===== config.mk =====
export PLATFORM = sky130hd
export DESIGN_NAME = imem_dmem_arbiter
export DESIGN_NICKNAME = d
export VERILOG_FILES = /design/src/rtl/mem_arb_pkg.sv /design/src/rtl/arb_order_fifo.sv /design/src/rtl/imem_dmem_arbiter.sv
export SDC_FILE = /design/constraint.sdc
export NUM_CORES = 1
export LEC_CHECK = 0
export ABC_AREA = 1
export CAP_MARGIN = 20
export CORE_AREA = 2 2 164 166
export DETAILED_ROUTE_END_ITERATION = 16
export DIE_AREA = 0 0 166 168
export GPL_TIMING_DRIVEN = 0
export PLACE_DENSITY = 0.5
export SETUP_SLACK_MARGIN = 0.1
export SYNTH_ARGS = -nofsm -noshare
export SYNTH_HDL_FRONTEND = slang
export SYNTH_HIERARCHICAL = 1
export SYNTH_SLANG_ARGS = --single-unit

===== constraint.sdc =====
create_clock -name clk_i -period 3.5 [get_ports clk_i]
set_input_delay 0.875 -clock clk_i [delete_from_list [all_inputs] [get_ports clk_i]]
set_output_delay 0.875 -clock clk_i [all_outputs]
set_load 0.1 [all_outputs]

===== src/rtl/mem_arb_pkg.sv =====
// Shared types and widths for the instruction/data memory port arbiter.
package mem_arb_pkg;

  localparam int unsigned ALEN = 32;
  localparam int unsigned ILEN = 32;
  localparam int unsigned XLEN = 64;
  localparam int unsigned BEW  = XLEN / 8;

  typedef enum logic {
    REQ_FETCH = 1'b0,
    REQ_LSU   = 1'b1
  } requester_t;

  typedef struct packed {
    requester_t owner;
    logic       word_sel;
    logic       discard;
  } arb_fifo_entry_t;

endpackage


===== src/rtl/arb_order_fifo.sv =====
// In-order tracker of outstanding memory requests; fetch entries can be
// marked for discard in bulk when the fetch stage flushes.
module arb_order_fifo
  import mem_arb_pkg::*;
#(
  parameter int unsigned DEPTH = 4
) (
  input  logic            clk_i,
  input  logic            rst_ni,
  input  logic            push_i,
  input  arb_fifo_entry_t push_entry_i,
  input  logic            pop_i,
  input  logic            flush_mark_i,
  output logic            full_o,
  output logic            empty_o,
  output arb_fifo_entry_t head_o
);

  localparam int unsigned PTR_W = (DEPTH > 1) ? $clog2(DEPTH) : 1;
  localparam int unsigned CNT_W = $clog2(DEPTH + 1);

  logic [PTR_W-1:0] rd_ptr_q, wr_ptr_q;
  logic [CNT_W-1:0] count_q;
  arb_fifo_entry_t  slots_q [DEPTH];
  logic             do_push, do_pop;

  function automatic logic [PTR_W-1:0] ptr_inc(input logic [PTR_W-1:0] p);
    return (p == PTR_W'(DEPTH - 1)) ? '0 : p + PTR_W'(1);
  endfunction

  assign full_o  = (count_q == CNT_W'(DEPTH));
  assign empty_o = (count_q == '0);
  assign head_o  = slots_q[rd_ptr_q];
  assign do_pop  = pop_i && !empty_o;
  assign do_push = push_i && (!full_o || do_pop);

  // Flush marks go to every fetch slot; a same-cycle push overwrites its own slot.
  always_ff @(posedge clk_i or negedge rst_ni) begin
    if (!rst_ni) begin
      rd_ptr_q <= '0;
      wr_ptr_q <= '0;
      count_q  <= '0;
      for (int unsigned i = 0; i < DEPTH; i++) begin
        slots_q[i] <= '0;
      end
    end else begin
      if (flush_mark_i) begin
        for (int unsigned i = 0; i < DEPTH; i++) begin
          if (slots_q[i].owner == REQ_FETCH) slots_q[i].discard <= 1'b1;
        end
      end
      if (do_push) begin
        slots_q[wr_ptr_q] <= push_entry_i;
        wr_ptr_q          <= ptr_inc(wr_ptr_q);
      end
      if (do_pop) rd_ptr_q <= ptr_inc(rd_ptr_q);
      count_q <= count_q + CNT_W'(do_push) - CNT_W'(do_pop);
    end
  end

endmodule


===== src/rtl/imem_dmem_arbiter.sv =====
// Shares one memory port between instruction fetch and the load/store unit,
// routing in-order responses back to their owner.
module imem_dmem_arbiter
  import mem_arb_pkg::*;
#(
  parameter int unsigned MAX_OUTSTANDING = 4,
  parameter int unsigned MAX_DATA_STREAK = 4
) (
  input  logic            clk_i,
  input  logic            rst_ni,
  input  logic            flush_i,
  input  logic            if_req_valid_i,
  output logic            if_req_ready_o,
  input  logic [ALEN-1:0] if_req_addr_i,
  output logic            if_rsp_valid_o,
  input  logic            if_rsp_ready_i,
  output logic [ILEN-1:0] if_rsp_instr_o,
  output logic            if_rsp_except_o,
  input  logic            ls_req_valid_i,
  output logic            ls_req_ready_o,
  input  logic            ls_req_we_i,
  input  logic [ALEN-1:0] ls_req_addr_i,
  input  logic [XLEN-1:0] ls_req_wdata_i,
  input  logic [BEW-1:0]  ls_req_be_i,
  output logic            ls_rsp_valid_o,
  input  logic            ls_rsp_ready_i,
  output logic [XLEN-1:0] ls_rsp_rdata_o,
  output logic            ls_rsp_except_o,
  output logic            mem_req_valid_o,
  input  logic            mem_req_ready_i,
  output logic            mem_req_we_o,
  output logic [ALEN-1:0] mem_req_addr_o,
  output logic [XLEN-1:0] mem_req_wdata_o,
  output logic [BEW-1:0]  mem_req_be_o,
  input  logic            mem_rsp_valid_i,
  output logic            mem_rsp_ready_o,
  input  logic [XLEN-1:0] mem_rsp_rdata_i,
  input  logic            mem_rsp_except_i
);

  localparam int unsigned STREAK_W = $clog2(MAX_DATA_STREAK + 1);

  typedef enum logic [1:0] {
    IDLE    = 2'd0,
    LOCK_IF = 2'd1,
    LOCK_LS = 2'd2
  } lock_state_t;

  lock_state_t         state_q, state_d;
  logic [STREAK_W-1:0] streak_q;
  logic                streak_max;
  logic                grant_valid;
  requester_t          grant_owner;
  logic                mem_accept;
  logic                fifo_full, fifo_empty;
  arb_fifo_entry_t     head, push_entry;
  logic                pop;
  logic                fetch_drop;

  assign streak_max = (streak_q == STREAK_W'(MAX_DATA_STREAK));

  always_ff @(posedge clk_i or negedge rst_ni) begin
    if (!rst_ni) state_q <= IDLE;
    else         state_q <= state_d;
  end

  // Grant selection and lock tracking; an unaccepted fetch grant never locks across a flush.
  always_comb begin
    state_d     = state_q;
    grant_valid = 1'b0;
    grant_owner = REQ_LSU;
    unique case (state_q)
      IDLE: begin
        if (!fifo_full) begin
          if (ls_req_valid_i && !(streak_max && if_req_valid_i)) begin
            grant_valid = 1'b1;
            grant_owner = REQ_LSU;
          end else if (if_req_valid_i) begin
            grant_valid = 1'b1;
            grant_owner = REQ_FETCH;
          end
        end
      end
      LOCK_IF: begin
        grant_valid = 1'b1;
        grant_owner = REQ_FETCH;
      end
      LOCK_LS: begin
        grant_valid = 1'b1;
        grant_owner = REQ_LSU;
      end
      default: grant_valid = 1'b0;
    endcase
    mem_accept = grant_valid && mem_req_ready_i;
    if (grant_valid && !mem_req_ready_i && !(grant_owner == REQ_FETCH && flush_i)) begin
      state_d = (grant_owner == REQ_FETCH) ? LOCK_IF : LOCK_LS;
    end else begin
      state_d = IDLE;
    end
  end

  always_comb begin
    mem_req_valid_o = grant_valid;
    if_req_ready_o  = mem_accept && (grant_owner == REQ_FETCH);
    ls_req_ready_o  = mem_accept && (grant_owner == REQ_LSU);
    if (grant_owner == REQ_FETCH) begin
      mem_req_we_o    = 1'b0;
      mem_req_addr_o  = if_req_addr_i;
      mem_req_wdata_o = '0;
      mem_req_be_o    = '0;
    end else begin
      mem_req_we_o    = ls_req_we_i;
      mem_req_addr_o  = ls_req_addr_i;
      mem_req_wdata_o = ls_req_wdata_i;
      mem_req_be_o    = ls_req_be_i;
    end
    push_entry.owner    = grant_owner;
    push_entry.word_sel = mem_req_addr_o[2];
    push_entry.discard  = (grant_owner == REQ_FETCH) && flush_i;
  end

  // Data streak only grows while a fetch is actually waiting.
  always_ff @(posedge clk_i or negedge rst_ni) begin
    if (!rst_ni) begin
      streak_q <= '0;
    end else if (if_req_ready_o || !if_req_valid_i) begin
      streak_q <= '0;
    end else if (ls_req_ready_o && !streak_max) begin
      streak_q <= streak_q + STREAK_W'(1);
    end
  end

  arb_order_fifo #(
    .DEPTH(MAX_OUTSTANDING)
  ) u_order_fifo (
    .clk_i       (clk_i),
    .rst_ni      (rst_ni),
    .push_i      (mem_accept),
    .push_entry_i(push_entry),
    .pop_i       (pop),
    .flush_mark_i(flush_i),
    .full_o      (fifo_full),
    .empty_o     (fifo_empty),
    .head_o      (head)
  );

  // Response demux; a flushed fetch head is consumed without reaching fetch.
  always_comb begin
    fetch_drop      = head.discard || flush_i;
    if_rsp_valid_o  = 1'b0;
    ls_rsp_valid_o  = 1'b0;
    mem_rsp_ready_o = 1'b0;
    if_rsp_instr_o  = head.word_sel ? mem_rsp_rdata_i[XLEN-1 -: ILEN] : mem_rsp_rdata_i[ILEN-1:0];
    if_rsp_except_o = mem_rsp_except_i;
    ls_rsp_rdata_o  = mem_rsp_rdata_i;
    ls_rsp_except_o = mem_rsp_except_i;
    if (!fifo_empty) begin
      if (head.owner == REQ_FETCH) begin
        if_rsp_valid_o  = mem_rsp_valid_i && !fetch_drop;
        mem_rsp_ready_o = fetch_drop || if_rsp_ready_i;
      end else begin
        ls_rsp_valid_o  = mem_rsp_valid_i;
        mem_rsp_ready_o = ls_rsp_ready_i;
      end
    end
  end

  assign pop = mem_rsp_valid_i && mem_rsp_ready_o;

  rsp_without_request: assert property (
    @(posedge clk_i) disable iff (!rst_ni) !(mem_rsp_valid_i && fifo_empty)
  ) else $error("memory response arrived with no outstanding request");

endmodule


==> results of run 1 <==
repair_timing:
action | in CTS | in global routing
pin swaps | 1 | 1
hold buffers | 0 | 0
cloned | 0 | 0
setup endpoints to repair | 207 | 72
setup buffers | 2 | 0
resized for setup | 865 | 55
synth_stat cells, types with 2 or more instances:
cell / n / area (µm²)
nand3_2: 4 / 40.0
mux2_1: 3 / 33.8
nand4_1: 8 / 50.1
ha_1: 11 / 138
a21oi_1: 4 / 20.0
buf_2: 11 / 55.1
nor2_1: 83 / 312
inv_1: 107 / 402
buf_4: 70 / 526
nand2_2: 2 / 12.5
inv_2: 4 / 15.0
nand2_1: 170 / 638
nor2_2: 3 / 18.8
o21ai_0: 8 / 40.0
nand3_1: 11 / 55.1
nor2_4: 3 / 33.8
mux2_2: 29 / 327
dfrtp_1: 24 / 601
nand2_4: 2 / 22.5
buf_6: 6 / 67.6
layout make-up:
type                       instances  area [µm²]
buffer                            88         676
clock buffer                       4        88.8
fill                            2948       18400
inverter                         111         417
multi-input combinational        354        1970
sequential                        24         601
tap                              341         427
timing repair buffer             421        3810
flip-flops by register name, indices dropped and copies added (netlist names):
| register | flops |
|---|---|
| u_order_fifo/rd_ptr_q | 2 |
| streak_q | 3 |
| u_order_fifo/wr_ptr_q | 2 |
| u_order_fifo/count_q | 3 |
| u_order_fifo/slots_q | 12 |
| state_q | 2 |
cell families (layout without fill, tap and decap cells):
kind of cell | count (synthesis) | count (layout) | synth area share [%]
XOR/XNOR | 2 | 2 | 0.496
multiplexers | 32 | 32 | 10.2
buffers and inverters | 199 | 624 | 30.3
AND/OR/NAND/NOR | 293 | 293 | 35.3
AO/OA/AOI/OAI | 15 | 15 | 2.30
flip-flops | 24 | 24 | 17.0
adder cells (fa/ha/maj) | 12 | 12 | 4.46
where the power goes:
part,internal [mW],switching (mW)
Sequential,0.400,0.0813
Combinational,1.37,4.44
Clock,0.175,0.101
Total,1.94,4.63
through the flow:
step                      area [µm²]  setup WS [ns]
after floorplan                 3630        -0.0424
after global placement          8240         -0.978
after detailed placement        8260         -0.986
after CTS                       7860         0.0954
after global routing            7990         0.0710
final                           7990          0.175
worst paths after layout:
check / slack, ns / depth (start not counted) / to / startpoint
worst max-delay path: 0.18 / 7 / mem_req_be_o[7] / ls_req_valid_i
worst min-delay path: 0.47 / 2 / u_order_fifo/slots_q[8] / u_order_fifo/slots_q[8]
worst max register to register: 0.64 / 18 / u_order_fifo/count_q[2] / u_order_fifo/rd_ptr_q[0]
worst min register to register: 0.47 / 2 / u_order_fifo/slots_q[8] / u_order_fifo/slots_q[8]
max in group asynchronous: 2.06 / 2 / u_order_fifo/slots_q[0] / rst_ni
min in group asynchronous: 0.97 / 1 / u_order_fifo/count_q[2] / rst_ni
per-layer routing:
metal  global-route usage, %  part of all wire (%)  vias up
li1                        -                     -     2477
met5                       0                     0        -
met4                   0.945                  0.28        0
met1                    12.9                    37     2021
met2                    24.1                    54      254
met3                    2.99                   8.1        4
worst max-delay path: cells and delay by family:
kind | cells | cell delay, ns
AND/OR/NAND/NOR | 4 | 0.41
buffers and inverters | 3 | 1.15
==> impl_metrics.env, run 1 <==
export IMPL_slew_headroom_pct=32.8
export IMPL_final_instance_count_excl_fill=1343
export IMPL_setup_viol=0
export IMPL_peakVddDrop_v=0.000650
export IMPL_drt_iter0_drc=120
export IMPL_finalHoldViolCount=0
export IMPL_row_count=60
export IMPL_clock_latency_ns=0.26
export IMPL_power_mw=6.57
export IMPL_setup_tns_ns=0
export IMPL_final_cell_mix="211 x clkdlybuf4s50_1, 169 x nand2_1, 140 x buf_4"
export IMPL_cpPeakStageDelay_ns=0.51
export IMPL_cts_buffer_depth=2
export IMPL_root_buffer="clkbuf_16"
export IMPL_synthCells=577
export IMPL_die_h_um=168
export IMPL_grt_max_degree=16
export IMPL_synth_area_um2=3530
export IMPL_portBuffers=418
export IMPL_core_area_um2=26400
export IMPL_finClkSkew_ns=0.00262
export IMPL_cp_max_fo=10
export IMPL_grt_usage_pct=11.9
export IMPL_wl_mm=17.9
export IMPL_routabilityCongestion=0.771
export IMPL_finalCritPeriodShare_pct=95.0
export IMPL_synth_edff_count=0
export IMPL_period_needed_ns=3.32
export IMPL_initial_utilization_pct=13.4
export IMPL_dieWidth_um=166
export IMPL_htree_levels=1
export IMPL_endpoint_kind="output pin"
export IMPL_synth_seq_area_share_pct=17.0
export IMPL_io_pin_count=420
export IMPL_fmax_mhz=301
export IMPL_wl_per_cell_um=13.3
export IMPL_drc=0
export IMPL_nets=1226
export IMPL_synthFlopType="dfrtp_1"
export IMPL_postSynthAreaPerCell_um2=6.12
export IMPL_grt_pass1_wl_mm=26.6
export IMPL_yosys_warnings=6
export IMPL_final_common_cell="clkdlybuf4s50_1"
export IMPL_fin_util_pct=30.3
export IMPL_antenna_found_initial=0
export IMPL_routed_via_density=3.54
export IMPL_cp_data_arrival_time_ns=2.45
export IMPL_ys_ff_latch=24
export IMPL_p_leak_nw=4.22
export IMPL_power_density_nw_per_um2=822
export IMPL_drv_cap=0
export IMPL_drive_above_1_share_pct=32.3
export IMPL_cp_required_ns=2.62
export IMPL_tightest_slew_ns=1.01
export IMPL_area_growth_pct=126
export IMPL_n_antenna_cell=0
export IMPL_slowest_stage="clkdlybuf4s50_1"
export IMPL_hp_class="flip-flop to flip-flop"
export IMPL_antenna_left=0
export IMPL_cp_cell_sequence="clkdlybuf4s50_1 -> nand2_1 -> nand3_1 -> nand2_4 -> buf_4 -> nor2_2 -> buf_2"
export IMPL_cts_buffers=3
export IMPL_maxSlewViolCount=0
export IMPL_hold_slack_ns=0.471
export IMPL_die_area_um2=27900
export IMPL_ys_types=34
export IMPL_dp_hpwl_mm=16.0
export IMPL_status="finished clean"
export IMPL_synth_nets=800
export IMPL_grt_overflow_total=0
export IMPL_critPathLaunchType="input port"
export IMPL_dr_total_vias=4756
export IMPL_rsz0062_at_grt="true"
export IMPL_grt_pass1_vias=4773
export IMPL_cts_tree="yes"
export IMPL_synthArstFlopShare_pct=100
export IMPL_path_clk_slew_ns=0.06
export IMPL_dr_pass1_iters=4
export IMPL_clock_sinks=24
export IMPL_dp_cells=1337
export IMPL_crit_type="input port to output pin"
Power figures use the tool's default switching activity.
==> inputs of run 2 (changes only) <==
--- a/config.mk
+++ b/config.mk
@@ -12,6 +12,7 @@
 export DIE_AREA = 0 0 166 168
 export GPL_TIMING_DRIVEN = 0
 export PLACE_DENSITY = 0.5
+export REMOVE_ABC_BUFFERS = 1
 export SETUP_SLACK_MARGIN = 0.1
 export SYNTH_ARGS = -nofsm -noshare
 export SYNTH_HDL_FRONTEND = slang
==> constraint.sdc (replaced) <==
create_clock -name clk_i -period 3.09 [get_ports clk_i]
set_input_delay 0.7725 -clock clk_i [delete_from_list [all_inputs] [get_ports clk_i]]
set_output_delay 0.7725 -clock clk_i [all_outputs]
set_load 0.1 [all_outputs]
==> impl_metrics.env, run 2 (synthesis results as in run 1) <==
export IMPL_area_growth_pct=123
export IMPL_hold_start="u_order_fifo/slots_q[1]"
export IMPL_antenna_left=0
export IMPL_finClkSkew_ns=0.00437
export IMPL_core_area_um2=26400
export IMPL_finalHoldViolCount=0
export IMPL_crit_top_cell="buf_12"
export IMPL_row_count=60
export IMPL_wl_per_cell_um=18.2
export IMPL_wl_mm=23.5
export IMPL_routed_via_density=3.77
export IMPL_root_buffer="clkbuf_16"
export IMPL_tightest_slew_ns=0.975
export IMPL_status="finished clean"
export IMPL_dr_pass1_iters=4
export IMPL_cts_buffers=3
export IMPL_max_flop_register="u_order_fifo/slots_q"
export IMPL_grt_pass1_wl_mm=31.8
export IMPL_wl_met1_mm=7.77
export IMPL_peakVddDrop_v=0.000753
export IMPL_met3_length_mm=2.25
export IMPL_grt_pass1_vias=4697
export IMPL_power_mw=7.88
export IMPL_cts_tree="yes"
export IMPL_worst_path_stages=12
export IMPL_initial_utilization_pct=13.4
export IMPL_drt_iter0_drc=106
export IMPL_cp_data_arrival_time_ns=2.21
export IMPL_io_pin_count=420
export IMPL_grt_overflow_total=0
export IMPL_rr_endpoint="u_order_fifo/count_q[2]"
export IMPL_p_leak_nw=4.03
export IMPL_cpPeakStageDelay_ns=0.36
export IMPL_min_path_cells=2
export IMPL_fmax_mhz=335
export IMPL_slew_headroom_pct=35.2
export IMPL_dp_hpwl_mm=18.2
export IMPL_top_layer="met4"
export IMPL_drc=0
export IMPL_period_needed_ns=2.99
export IMPL_nets=1172
export IMPL_top_regs="u_order_fifo/slots_q (12), streak_q (3), u_order_fifo/count_q (3)"
export IMPL_slowest_stage="dfrtp_1"
export IMPL_drive_above_1_share_pct=29.1
export IMPL_setup_viol=0
export IMPL_portBuffers=416
export IMPL_final_common_cell="clkdlybuf4s50_1"
export IMPL_critPathLaunchType="flip-flop"
export IMPL_clock_sinks=24
export IMPL_power_density_nw_per_um2=1000
export IMPL_setup_tns_ns=0
export IMPL_maxSlewViolCount=0
export IMPL_clock_latency_ns=0.26
export IMPL_hp_class="flip-flop to flip-flop"
export IMPL_dp_cells=1250
export IMPL_cp_cell_sequence="inv_2 -> ha_4 -> nand2_4 -> nand2_4 -> buf_6 -> nand3_4 -> buf_12 -> nand2_8 -> buf_12 -> buf_12 -> nor2_4 -> buf_12"
export IMPL_endpoint_kind="output pin"
export IMPL_met2_length_mm=12.8
export IMPL_hold_end="u_order_fifo/slots_q[1]"
export IMPL_largest_reg_flops=12
export IMPL_antenna_found_initial=1
export IMPL_path_clk_slew_ns=0.06
export IMPL_die_h_um=168
export IMPL_grt_usage_pct=15.6
export IMPL_die_area_um2=27900
export IMPL_ff2ff_setup_slack_ns=0.29
export IMPL_holdBufCountCts=0
export IMPL_final_instance_count_excl_fill=1289
export IMPL_cts_buffer_depth=2
export IMPL_rsz0062_at_grt="true"
export IMPL_htree_levels=1
export IMPL_crit_type="flip-flop to output pin"
export IMPL_finalCritPeriodShare_pct=96.6
export IMPL_grt_max_degree=55
export IMPL_final_cell_mix="206 x clkdlybuf4s50_1, 147 x nand2_1, 101 x inv_1"
export IMPL_regToRegStartpoint="u_order_fifo/rd_ptr_q[0]"
export IMPL_crit_buf_inv=6
export IMPL_worstRegToRegCells=15
export IMPL_hold_slack_ns=0.477
export IMPL_cp_top_family="buffers and inverters"
export IMPL_cp_required_ns=2.32
export IMPL_dr_total_vias=4860
export IMPL_drv_cap=0
export IMPL_routabilityCongestion=0.817
export IMPL_cp_max_fo=7
export IMPL_dieWidth_um=166
[run 2: cell count changes in the layout (fill, tap and decap cells not counted), moves of 6 or more]
cell,before,now
buf_12,0,21
buf_4,140,63
buf_2,38,55
clkbuf_4,17,24
inv_1,107,101
nand2_8,0,8
nor2_2,37,2
nor2_4,3,9
buf_6,32,7
nand2_1,169,147
nor2_1,49,81
nand2_2,2,18
[run 2: worst register-to-register path: cells and delay by family (launching register included)]
family / cells / cell delay (ns)
adders and majority gates: 2 / 0.56
DFF: 1 / 0.45
buffers and inverters: 3 / 0.38
and+or+nand+nor: 7 / 0.82
xor gates and xnor gates: 1 / 0.13
AOI/OAI and AO/OA: 2 / 0.35
[run 2: power breakdown]
group	total [mW]	internal [mW]	switching [mW]
registers	0.563	0.454	0.108
logic	7.04	1.77	5.26
clock network	0.280	0.171	0.108
[run 2: how the worst max path moves through the flow]
| stage | from | endpoint |
|---|---|---|
| 6_report | streak_q[0] | mem_req_be_o[5] |
| 5_1_grt | streak_q[0] | mem_req_be_o[5] |
| 4_1_cts | state_q[1] | mem_req_addr_o[2] |
| 3_5_place_dp | if_req_valid_i | mem_req_addr_o[2] |
| 3_3_place_gp | u_order_fifo/rd_ptr_q[0] | if_rsp_instr_o[19] |
| 2_1_floorplan | u_order_fifo/rd_ptr_q[0] | u_order_fifo/count_q[1] |
[run 2: per-layer routing]
metal | GRT usage, % | vias up
met3 | 4.63 | 22
met2 | 32.0 | 284
li1 | - | 2384
met5 | 0 | -
met4 | 3.52 | 0
met1 | 15.1 | 2170
[run 2: timing repair]
| action | in CTS | in global routing |
|---|---|---|
| setup buffers | 22 | 8 |
| endpoints found under the hold margin | 0 | 0 |
| cloned | 7 | 1 |
| endpoints found under the setup margin | 210 | 57 |
| resized for setup | 906 | 67 |
| pin swaps | 12 | 13 |
[run 2: stage by stage]
stage | area, µm² | utilization, % | setup slack, ns
floorplan | 2880 | - | -1.73
global placement | 7470 | 28.3 | -2.55
detailed placement | 7570 | 28.7 | -1.85
CTS | 7610 | 28.9 | -0.433
global route | 7880 | 29.9 | 0.0127
finish | 7880 | 29.9 | 0.105
[run 2: area by class of cell]
type,count,area (µm²)
timing repair buffer,447,4150
fill,2918,18500
antenna,1,2.50
clock buffer,3,75.1
sequential,24,602
inverter,111,423
tap,341,427
multi-input combinational,362,2200
